### src/rtl/count_uart_tx_if.sv
// Bundles the capture inputs and UART/status outputs of count_uart_tx.
// The slave modport is the DUT side; the master modport is the driver/monitor side.
interface count_uart_tx_if;
  logic       ena;
  logic [3:0] count_in;
  logic       tx;
  logic       busy;
  logic       overflow;
  logic [2:0] fifo_level;

  modport slave (
    input  ena,
    input  count_in,
    output tx,
    output busy,
    output overflow,
    output fifo_level
  );

  modport master (
    output ena,
    output count_in,
    input  tx,
    input  busy,
    input  overflow,
    input  fifo_level
  );
endinterface

### src/rtl/count_uart_tx.sv
// Streams changes of a 4-bit count as ASCII hex characters over an 8N1 UART,
// buffered by a 4-entry FIFO with a sticky overflow flag.
//
// state | meaning
// IDLE  | line high, waiting for a queued character
// START | start bit (low)
// DATA  | 8 data bits, LSB first
// STOP  | stop bit (high); may chain straight into the next START
module count_uart_tx #(
  parameter int CLKS_PER_BIT = 4
) (
  input  logic            clk,
  input  logic            rst_n,
  count_uart_tx_if.slave  bus
);

  typedef enum logic [1:0] {IDLE, START, DATA, STOP} state_t;

  localparam logic [7:0] RELOAD = 8'(CLKS_PER_BIT - 1);

  state_t     r_state;
  state_t     w_state_nxt;
  logic [3:0] r_last_count;
  logic [7:0] r_mem [4];
  logic [1:0] r_wr_ptr;
  logic [1:0] r_rd_ptr;
  logic [2:0] r_level;
  logic       r_overflow;
  logic [7:0] r_shift;
  logic [7:0] r_bit_cnt;
  logic [2:0] r_bit_idx;

  logic       w_capture;
  logic       w_fifo_full;
  logic       w_fifo_empty;
  logic       w_pop;
  logic       w_push;
  logic       w_drop;
  logic       w_bit_done;
  logic [7:0] w_char;

  assign w_capture    = bus.ena && (bus.count_in != r_last_count);
  assign w_fifo_full  = (r_level == 3'd4);
  assign w_fifo_empty = (r_level == 3'd0);
  assign w_bit_done   = (r_bit_cnt == 8'd0);
  // A full FIFO still accepts a push when the transmitter pops on the same edge.
  assign w_push       = w_capture && (!w_fifo_full || w_pop);
  assign w_drop       = w_capture && w_fifo_full && !w_pop;

  always_comb begin
    w_char = 8'h00;
    if (bus.count_in < 4'd10) w_char = {4'h3, bus.count_in};
    else                      w_char = 8'h37 + {4'h0, bus.count_in};
  end

  always_comb begin
    w_state_nxt = r_state;
    w_pop       = 1'b0;
    case (r_state)
      IDLE: begin
        if (!w_fifo_empty) begin
          w_pop       = 1'b1;
          w_state_nxt = START;
        end
      end
      START: begin
        if (w_bit_done) w_state_nxt = DATA;
      end
      DATA: begin
        if (w_bit_done && (r_bit_idx == 3'd7)) w_state_nxt = STOP;
      end
      STOP: begin
        if (w_bit_done) begin
          if (!w_fifo_empty) begin
            w_pop       = 1'b1;
            w_state_nxt = START;
          end else begin
            w_state_nxt = IDLE;
          end
        end
      end
      default: w_state_nxt = IDLE;
    endcase
  end

  always_ff @(posedge clk) begin
    if (!rst_n) begin
      r_state      <= IDLE;
      r_last_count <= 4'h0;
      r_wr_ptr     <= 2'd0;
      r_rd_ptr     <= 2'd0;
      r_level      <= 3'd0;
      r_overflow   <= 1'b0;
      r_shift      <= 8'h00;
      r_bit_cnt    <= RELOAD;
      r_bit_idx    <= 3'd0;
    end else begin
      r_state <= w_state_nxt;

      if (w_capture) r_last_count <= bus.count_in;
      if (w_drop)    r_overflow   <= 1'b1;

      if (w_push) r_wr_ptr <= r_wr_ptr + 2'd1;
      if (w_pop)  r_rd_ptr <= r_rd_ptr + 2'd1;
      case ({w_push, w_pop})
        2'b10:   r_level <= r_level + 3'd1;
        2'b01:   r_level <= r_level - 3'd1;
        default: r_level <= r_level;
      endcase

      // Bit timer reloads at every bit boundary so frames never drift.
      if (w_pop || ((r_state != IDLE) && w_bit_done)) r_bit_cnt <= RELOAD;
      else if (r_state != IDLE)                        r_bit_cnt <= r_bit_cnt - 8'd1;

      if (w_pop) begin
        r_shift   <= r_mem[r_rd_ptr];
        r_bit_idx <= 3'd0;
      end else if ((r_state == DATA) && w_bit_done) begin
        r_shift   <= {1'b0, r_shift[7:1]};
        r_bit_idx <= r_bit_idx + 3'd1;
      end
    end
  end

  always_ff @(posedge clk) begin
    if (rst_n && w_push) r_mem[r_wr_ptr] <= w_char;
  end

  assign bus.tx         = (r_state == START) ? 1'b0 :
                          (r_state == DATA)  ? r_shift[0] : 1'b1;
  assign bus.busy       = (r_state != IDLE);
  assign bus.overflow   = r_overflow;
  assign bus.fifo_level = r_level;

endmodule

### src/flat_wrapper.sv
// flat-port wrapper written by rule: the top's interface ports become plain ports
module count_uart_tx_flat 
#(
  parameter int CLKS_PER_BIT = 4
)
  (clk, rst_n, bus_ena, bus_count_in, bus_tx, bus_busy, bus_overflow, bus_fifo_level);
  count_uart_tx_if bus_i ();
  input  logic clk;
  input  logic rst_n;
  input wire logic [$bits(bus_i.ena)-1:0] bus_ena;
  input wire logic [$bits(bus_i.count_in)-1:0] bus_count_in;
  output wire logic [$bits(bus_i.tx)-1:0] bus_tx;
  output wire logic [$bits(bus_i.busy)-1:0] bus_busy;
  output wire logic [$bits(bus_i.overflow)-1:0] bus_overflow;
  output wire logic [$bits(bus_i.fifo_level)-1:0] bus_fifo_level;
  assign bus_i.ena = bus_ena;
  assign bus_i.count_in = bus_count_in;
  assign bus_tx = bus_i.tx;
  assign bus_busy = bus_i.busy;
  assign bus_overflow = bus_i.overflow;
  assign bus_fifo_level = bus_i.fifo_level;
  count_uart_tx #(.CLKS_PER_BIT(CLKS_PER_BIT)) u_core (.clk(clk), .rst_n(rst_n), .bus(bus_i));
endmodule
### config.mk
export PLATFORM = sky130hd
export DESIGN_NAME = count_uart_tx_flat
export DESIGN_NICKNAME = d
export VERILOG_FILES = /design/src/rtl/count_uart_tx_if.sv /design/src/rtl/count_uart_tx.sv /design/src/flat_wrapper.sv
export SDC_FILE = /design/constraint.sdc
export NUM_CORES = 1
export LEC_CHECK = 0
export CORE_MARGIN = 2
export CORE_UTILIZATION = 59
export DETAILED_ROUTE_END_ITERATION = 8
export MAX_ROUTING_LAYER = met4
export PLACE_DENSITY = 0.83
export SYNTH_ARGS = -nofsm -noshare
export SYNTH_HDL_FRONTEND = slang
export SYNTH_SLANG_ARGS = --single-unit
### constraint.sdc
create_clock -name clk -period 2.85 [get_ports clk]
set_input_delay 0.57 -clock clk [delete_from_list [all_inputs] [get_ports clk]]
set_output_delay 0.57 -clock clk [all_outputs]
set_load 0.01 [all_outputs]
### Word level (Yosys, flattened, before mapping)

Memories as Yosys holds them, arrays and structs flattened. A register that Yosys moved wholly into a read port is not among the register bits.
Cells that the tools add are included.

* equal/unequal tests: 12
* reductions and logical operators: 21
* shift-type cells: 0
* $mul: 0
* div/mod/pow operators: 0
* add/subtract/negate cells: 7
* muxes and demuxes: 19
* magnitude comparators: 1
* bitwise logic cells: 1

Operators by type and width (count)
* 2-to-1 mux 8 bit: 3
* 2-to-1 mux 2 bit: 6
* logical AND 1 bit: 8
* logical NOT 8 bit: 1
* case mux 2 bit (4 select lines): 1
* subtractor 8 x 1 -> 8 bit, second input constant: 1
* adder 6 x 4 -> 7 bit, first input constant: 1
* 2-to-1 mux 1 bit: 7
* adder 3 x 1 -> 3 bit, second input constant: 2
* equality test 2 bit, second input constant: 3
* equality test 3 bit, second input constant: 2
* inequality test 2 x 1 -> 1 bit, second input constant: 3
* case mux 3 bit (2 select lines): 1
* nonzero test 2 bit: 3
* adder 2 x 1 -> 2 bit, second input constant: 2
* equality test 2 x 1 -> 1 bit, second input constant: 2
* < comparator 4 bit, second input constant: 1
* inequality test 4 bit: 1
* AND reduction 4 bit: 1
* OR reduction 2 bit: 2
* logical NOT 3 bit: 1
* subtractor 3 x 1 -> 3 bit, second input constant: 1
* logical NOT 1 bit: 2
* logical NOT 2 bit: 1
* other kinds (4): 5

* memories kept: 1
* input port bits: 7
* latch bits: 0
* output and inout port bits: 6
* logic and storage cells: 71
* bits in registers: 33
* ROM bits: 0
* RAM bits: 32

Memory list
* u_core.r_mem: words 4, bits a word 8, read ports 1, clocked after Yosys merged registers in 1, write ports 1, line count_uart_tx.sv:24 `logic [7:0] r_mem [4];`

### Depth between registers and ports, before layout

* depth after elaboration: 9
* depth in mapped cells: 10
* gate-level depth less buffers: 10

### Least setup slack after synthesis

OpenSTA, ideal clock, no wires.

* path kind: input -> register
* start: input port bus_count_in[3]
* end: register u_core.r_level[2], in the netlist u_core.bus.fifo_level[2]
* stages on the path: 8
* buffers on the path: 1
* arrival time: 2378 ps
* data required time: 2730 ps
* path slack: 352 ps
* library setup time: 120 ps
* cell sequence: buf_2 -> xor2_1 -> o41ai_4 -> and3_4 -> inv_1 -> fa_1 -> and4b_1 -> a211o_1

* cells in the longest elaborated chain, start to end: 5
* elaborated cells between the ends (all ways): 7
* those cells by class: eq/ne: 3; mux: 1; reduce/logical: 3

Ends and longest elaborated chain
* start: declaration: line flat_wrapper.sv:11 `input wire logic [$bits(bus_i.count_in)-1:0] bus_count_in;`
* inequality test 4 bit *: line count_uart_tx.sv:42 `assign w_capture = bus.ena && (bus.count_in != r_last_count);`
* logical AND 1 bit *: line count_uart_tx.sv:42
* logical AND 1 bit *: line count_uart_tx.sv:47 `assign w_push = w_capture && (!w_fifo_full || w_pop);`
* equality test 2 x 1 -> 1 bit or equality test 2 bit (tied branches): line count_uart_tx.sv:105 `case ({w_push, w_pop})`
* case mux 3 bit (2 select lines) or nonzero test 2 bit (tied branches)
* end signal: assignment: line count_uart_tx.sv:106 `2'b10: r_level <= r_level + 3'd1;`
* end signal: assignment: line count_uart_tx.sv:107 `2'b01: r_level <= r_level - 3'd1;`
* end signal: assignment: line count_uart_tx.sv:108 `default: r_level <= r_level;`
* end: declaration: line count_uart_tx.sv:27 `logic [2:0] r_level;`

Every way passes the cells marked *; elsewhere a longest branch is shown, timed or not.
A chain may end at the register's enable or synchronous reset.

### Final worst setup path

* start: register u_core.r_state[0]
* end: memory u_core.r_mem[0][2], enable pin

* cells in the longest elaborated chain, start to end: 7
* elaborated cells between the ends (all ways): 8
* those cells by class: eq/ne: 1; mux: 3; reduce/logical: 4

Ends and longest elaborated chain
* start: declaration: line count_uart_tx.sv:21 `state_t r_state;`
* start signal: assignment: line count_uart_tx.sv:98 `r_state <= w_state_nxt;`
* equality test 2 bit or logical NOT 2 bit (tied branches): line count_uart_tx.sv:59 `case (r_state)`
* case mux 1 bit (2 select lines) *: line count_uart_tx.sv:59
* logical OR 1 bit *: line count_uart_tx.sv:47
* logical AND 1 bit *: line count_uart_tx.sv:47
* logical AND 1 bit *: line count_uart_tx.sv:126 `if (rst_n && w_push) r_mem[r_wr_ptr] <= w_char;`
* 2-to-1 mux 1 bit *: line count_uart_tx.sv:126
* 2-to-1 mux 1 bit (implied by the code) *: line count_uart_tx.sv:126
* end: declaration: line count_uart_tx.sv:24

Marked as above.

==> qor.txt <==
critical path class: reg -> reg
Synth area leader: edfxtp_1
CP Capture Type: flop
Congestion Overflow GR: 0
Unique masters post-synth: 44
clk_lat worst skew: 0.33 ns
share of total power in sequential cells: 40.7%
top-count cell post-synth: dfxtp_1
clk sink count: 62
first-pass GRT wire length: 8690 um
Peak supply drop: 0.000533 V
worst path bufs/invs: 1
synth-to-layout area growth: 14.3%
synth warn: 0
Num CTS Buffers: 9
GR Util All Layers: 22.2%
clk_skew: 0.00466 ns
Die Y: 73.9 um
Total Wirelength: 5100 um
average wire per standard cell: 15.1 um
TritonRoute pass-1 iters: 4
final hold viol count: 0
hold buffers post-CTS: 0
max-slew violations: 0
Remaining DRCs: 0
Yosys reg bits: 62
CTS root buf: clkbuf_8
Sw Share: 33.9%
register-to-register setup slack: 0.20 ns
Comb power frac: 34.4%
top cell type's share of synthesized area: 29.2%
nets: 286
FILL cells: 331
Final Critical Period: 2.65 ns
RSZ-0062 raised after global routing: false
# Post-CTS Setup Buffers: 0
Initial DRC Count: 112
vias per inst: 5.47
worst min path class: reg -> reg
RePlAce Congestion: 0.753
num rows: 25
Initial Util: 61.0%
CTS resizes: 0
final setup violation count: 0
RR Startpoint: u_core.r_state[0]$_SDFFE_PN0P_
Clock Path Buffers: 2
worst slew pin tran: 0.699 ns
Syn Inst Count: 244
final core occ: 69.7%
core area: 4720 sq um
EDFF count, synth: 28
r2r endpoint: u_core.r_mem[0][2]$_DFFE_PP_
vias in the first global route: 1875
r2r worst-path depth: 6
# H-tree levels: 3
die outline width: 73.9 um
Port-buffer cells: 12
initial antenna violation count: 0
Vias: 1845
CP max FO: 16
Net Sw Power: 0.993 mW
Power Dens Cells: 890 nW/um^2
fmax: 0.378 GHz
Seq/Total Area, Yosys: 52.8%
Worst Setup EP: u_core.r_mem[0][2]$_DFFE_PP_
CP required: 2.84 ns
most frequent cells after synthesis: 34 x dfxtp_1, 28 x edfxtp_1, 23 x nand2_1
WHS: 0.485 ns
async set or reset register ratio after synthesis: 0%
Worst setup startpoint: u_core.r_state[0]$_SDFFE_PN0P_
pin count of the biggest net entering global routing: 18
Detail Route Antenna Nets: 0
CTS tree: done
Most used DFF post-synth: dfxtp_1
final worst-path cycle share: 92.9%
P_leak: 1.41 nW
internal power: 1.94 mW
Max-Cap Viols: 0
post-DP HPWL: 3460 um
critical path arrival: 2.63 ns
Reg clk slew, reported paths: 0.06 ns
critical path's top delay family: simple AND/OR/NAND/NOR gates
syn nets: 265
stages on the worst setup path: 6
ant diodes: 0
syn_area_per_cell: 11.8 sq um
Mapped Area: 2880 sq um
critical-path cell list: inv_1, ha_1, nor2_1, nand2_4, a31oi_4, and3_1
status: completed
share of cells above drive strength 1: 13.3%
Startpoint Class: flop
clock share of power: 24.9%
DIE AREA: 5460 sq um
Synth area leaders: edfxtp_1 29%, dfxtp_1 24%, mux2i_1 6.3%
slowest stage delay, CP: 0.46 ns
# IOs: 13
relative slew slack: 52.9%
CP max stage cell: nor2_1
sequential cells by signal (all words and copies together), names as in the netlist, named ones only:
name,flops
u_core.bus.fifo_level,3
u_core.bus.overflow,1
u_core.r_bit_cnt,8
u_core.r_bit_idx,3
u_core.r_last_count,4
u_core.r_mem,28
u_core.r_rd_ptr,2
u_core.r_shift,7
u_core.r_state,2
u_core.r_wr_ptr,2
area by class of cell:
| type | count | area (sq um) | area share [%] |
|---|---|---|---|
| flip-flops and latches | 62 | 1520 | 46.2 |
| multi-input cells | 154 | 1250 | 37.9 |
| clock buffers | 16 | 190 | 5.78 |
| repair buffers | 20 | 180 | 5.47 |
| well taps | 67 | 83.8 | 2.55 |
| inverters | 18 | 67.6 | 2.05 |
through the flow:
step	setup TNS (ns)	area (sq um)	power, mW	cells	setup slack (ns)
5_1_grt	0	3290	3.10	337	0.0574
3_5_place_dp	-0.0206	3100	2.21	321	-0.0206
4_1_cts	0	3290	2.94	337	0.217
6_report	0	3290	2.93	337	0.202
2_1_floorplan	0	2880	1.93	244	0.352
3_3_place_gp	0	3100	2.17	321	0.0442
cells in the final DEF (no fill, tap or decap), types with 2 or more instances in the layout:
cell             Yosys  routed
clkbuf_8             0      13
dfxtp_1             34      34
clkbuf_1             5       3
xnor2_1              6       6
mux2i_1             18      18
nor2b_1              2       2
ha_1                13      13
mux4_2               7       7
o21ai_0              3       3
inv_1               17      17
nor2_1              22      22
buf_4                0       8
a21oi_1              7       7
nand2_1             23      23
and3_1               5       5
o211a_1              6       6
a31oi_1              2       2
nand2b_1             2       2
clkdlybuf4s50_1      0      12
xor2_1               8       8
nor3_1               4       4
and2_1               2       2
nand3_1              4       4
edfxtp_1            28      28
layer usage:
layer,part of all wire (%),wire length (um),global-route usage [%],vias up
met3,4.1,211,5.76,4
met2,50,2570,34.5,36
met5,0,0,-,-
li1,-,-,-,902
met4,1.1,55,7.88,0
met1,44,2270,28.1,903
worst min path at each step:
stage                                                 from                               end  slack [ns]  cells after the start
after floorplan             u_core.r_shift[6]$_SDFFE_PN0P_    u_core.r_shift[6]$_SDFFE_PN0P_        0.45                      2
after global placement    u_core.bus.overflow$_SDFFE_PN0P_  u_core.bus.overflow$_SDFFE_PN0P_        0.45                      2
after detailed placement    u_core.r_shift[6]$_SDFFE_PN0P_    u_core.r_shift[6]$_SDFFE_PN0P_        0.47                      2
after CTS                   u_core.r_shift[6]$_SDFFE_PN0P_    u_core.r_shift[6]$_SDFFE_PN0P_        0.48                      2
after global routing      u_core.bus.overflow$_SDFFE_PN0P_  u_core.bus.overflow$_SDFFE_PN0P_        0.51                      2
final                     u_core.bus.overflow$_SDFFE_PN0P_  u_core.bus.overflow$_SDFFE_PN0P_        0.48                      2
logic make-up (layout without fill, tap and decap cells):
kind of cell    Yosys count  after routing  share of synthesized area (%)
xor+xnor                 14             14                           4.26
fa+ha+maj                14             14                           6.34
mux                      25             25                           11.7
flops                    62             62                           52.8
simple gates             73             73                           12.7
compound gates           28             28                           8.30
buf+inv                  28             54                           3.82
power groups by stage:
stage               clock network, mW  logic, mW  registers (mW)
finish                          0.730       1.01            1.19
global placement                    0      0.960            1.21
floorplan                           0      0.752            1.17
global route                    0.765       1.13            1.21
detailed placement                  0      0.997            1.21
CTS                             0.736       1.01            1.20
tightest hold or removal path: cells and delay by family, from the launching register on:
kind / cells / cell delay, ns
compound gates: 1 / 0.04
flops: 1 / 0.33
simple gates: 1 / 0.07
No activity file was read; power rests on OpenSTA's default activity.
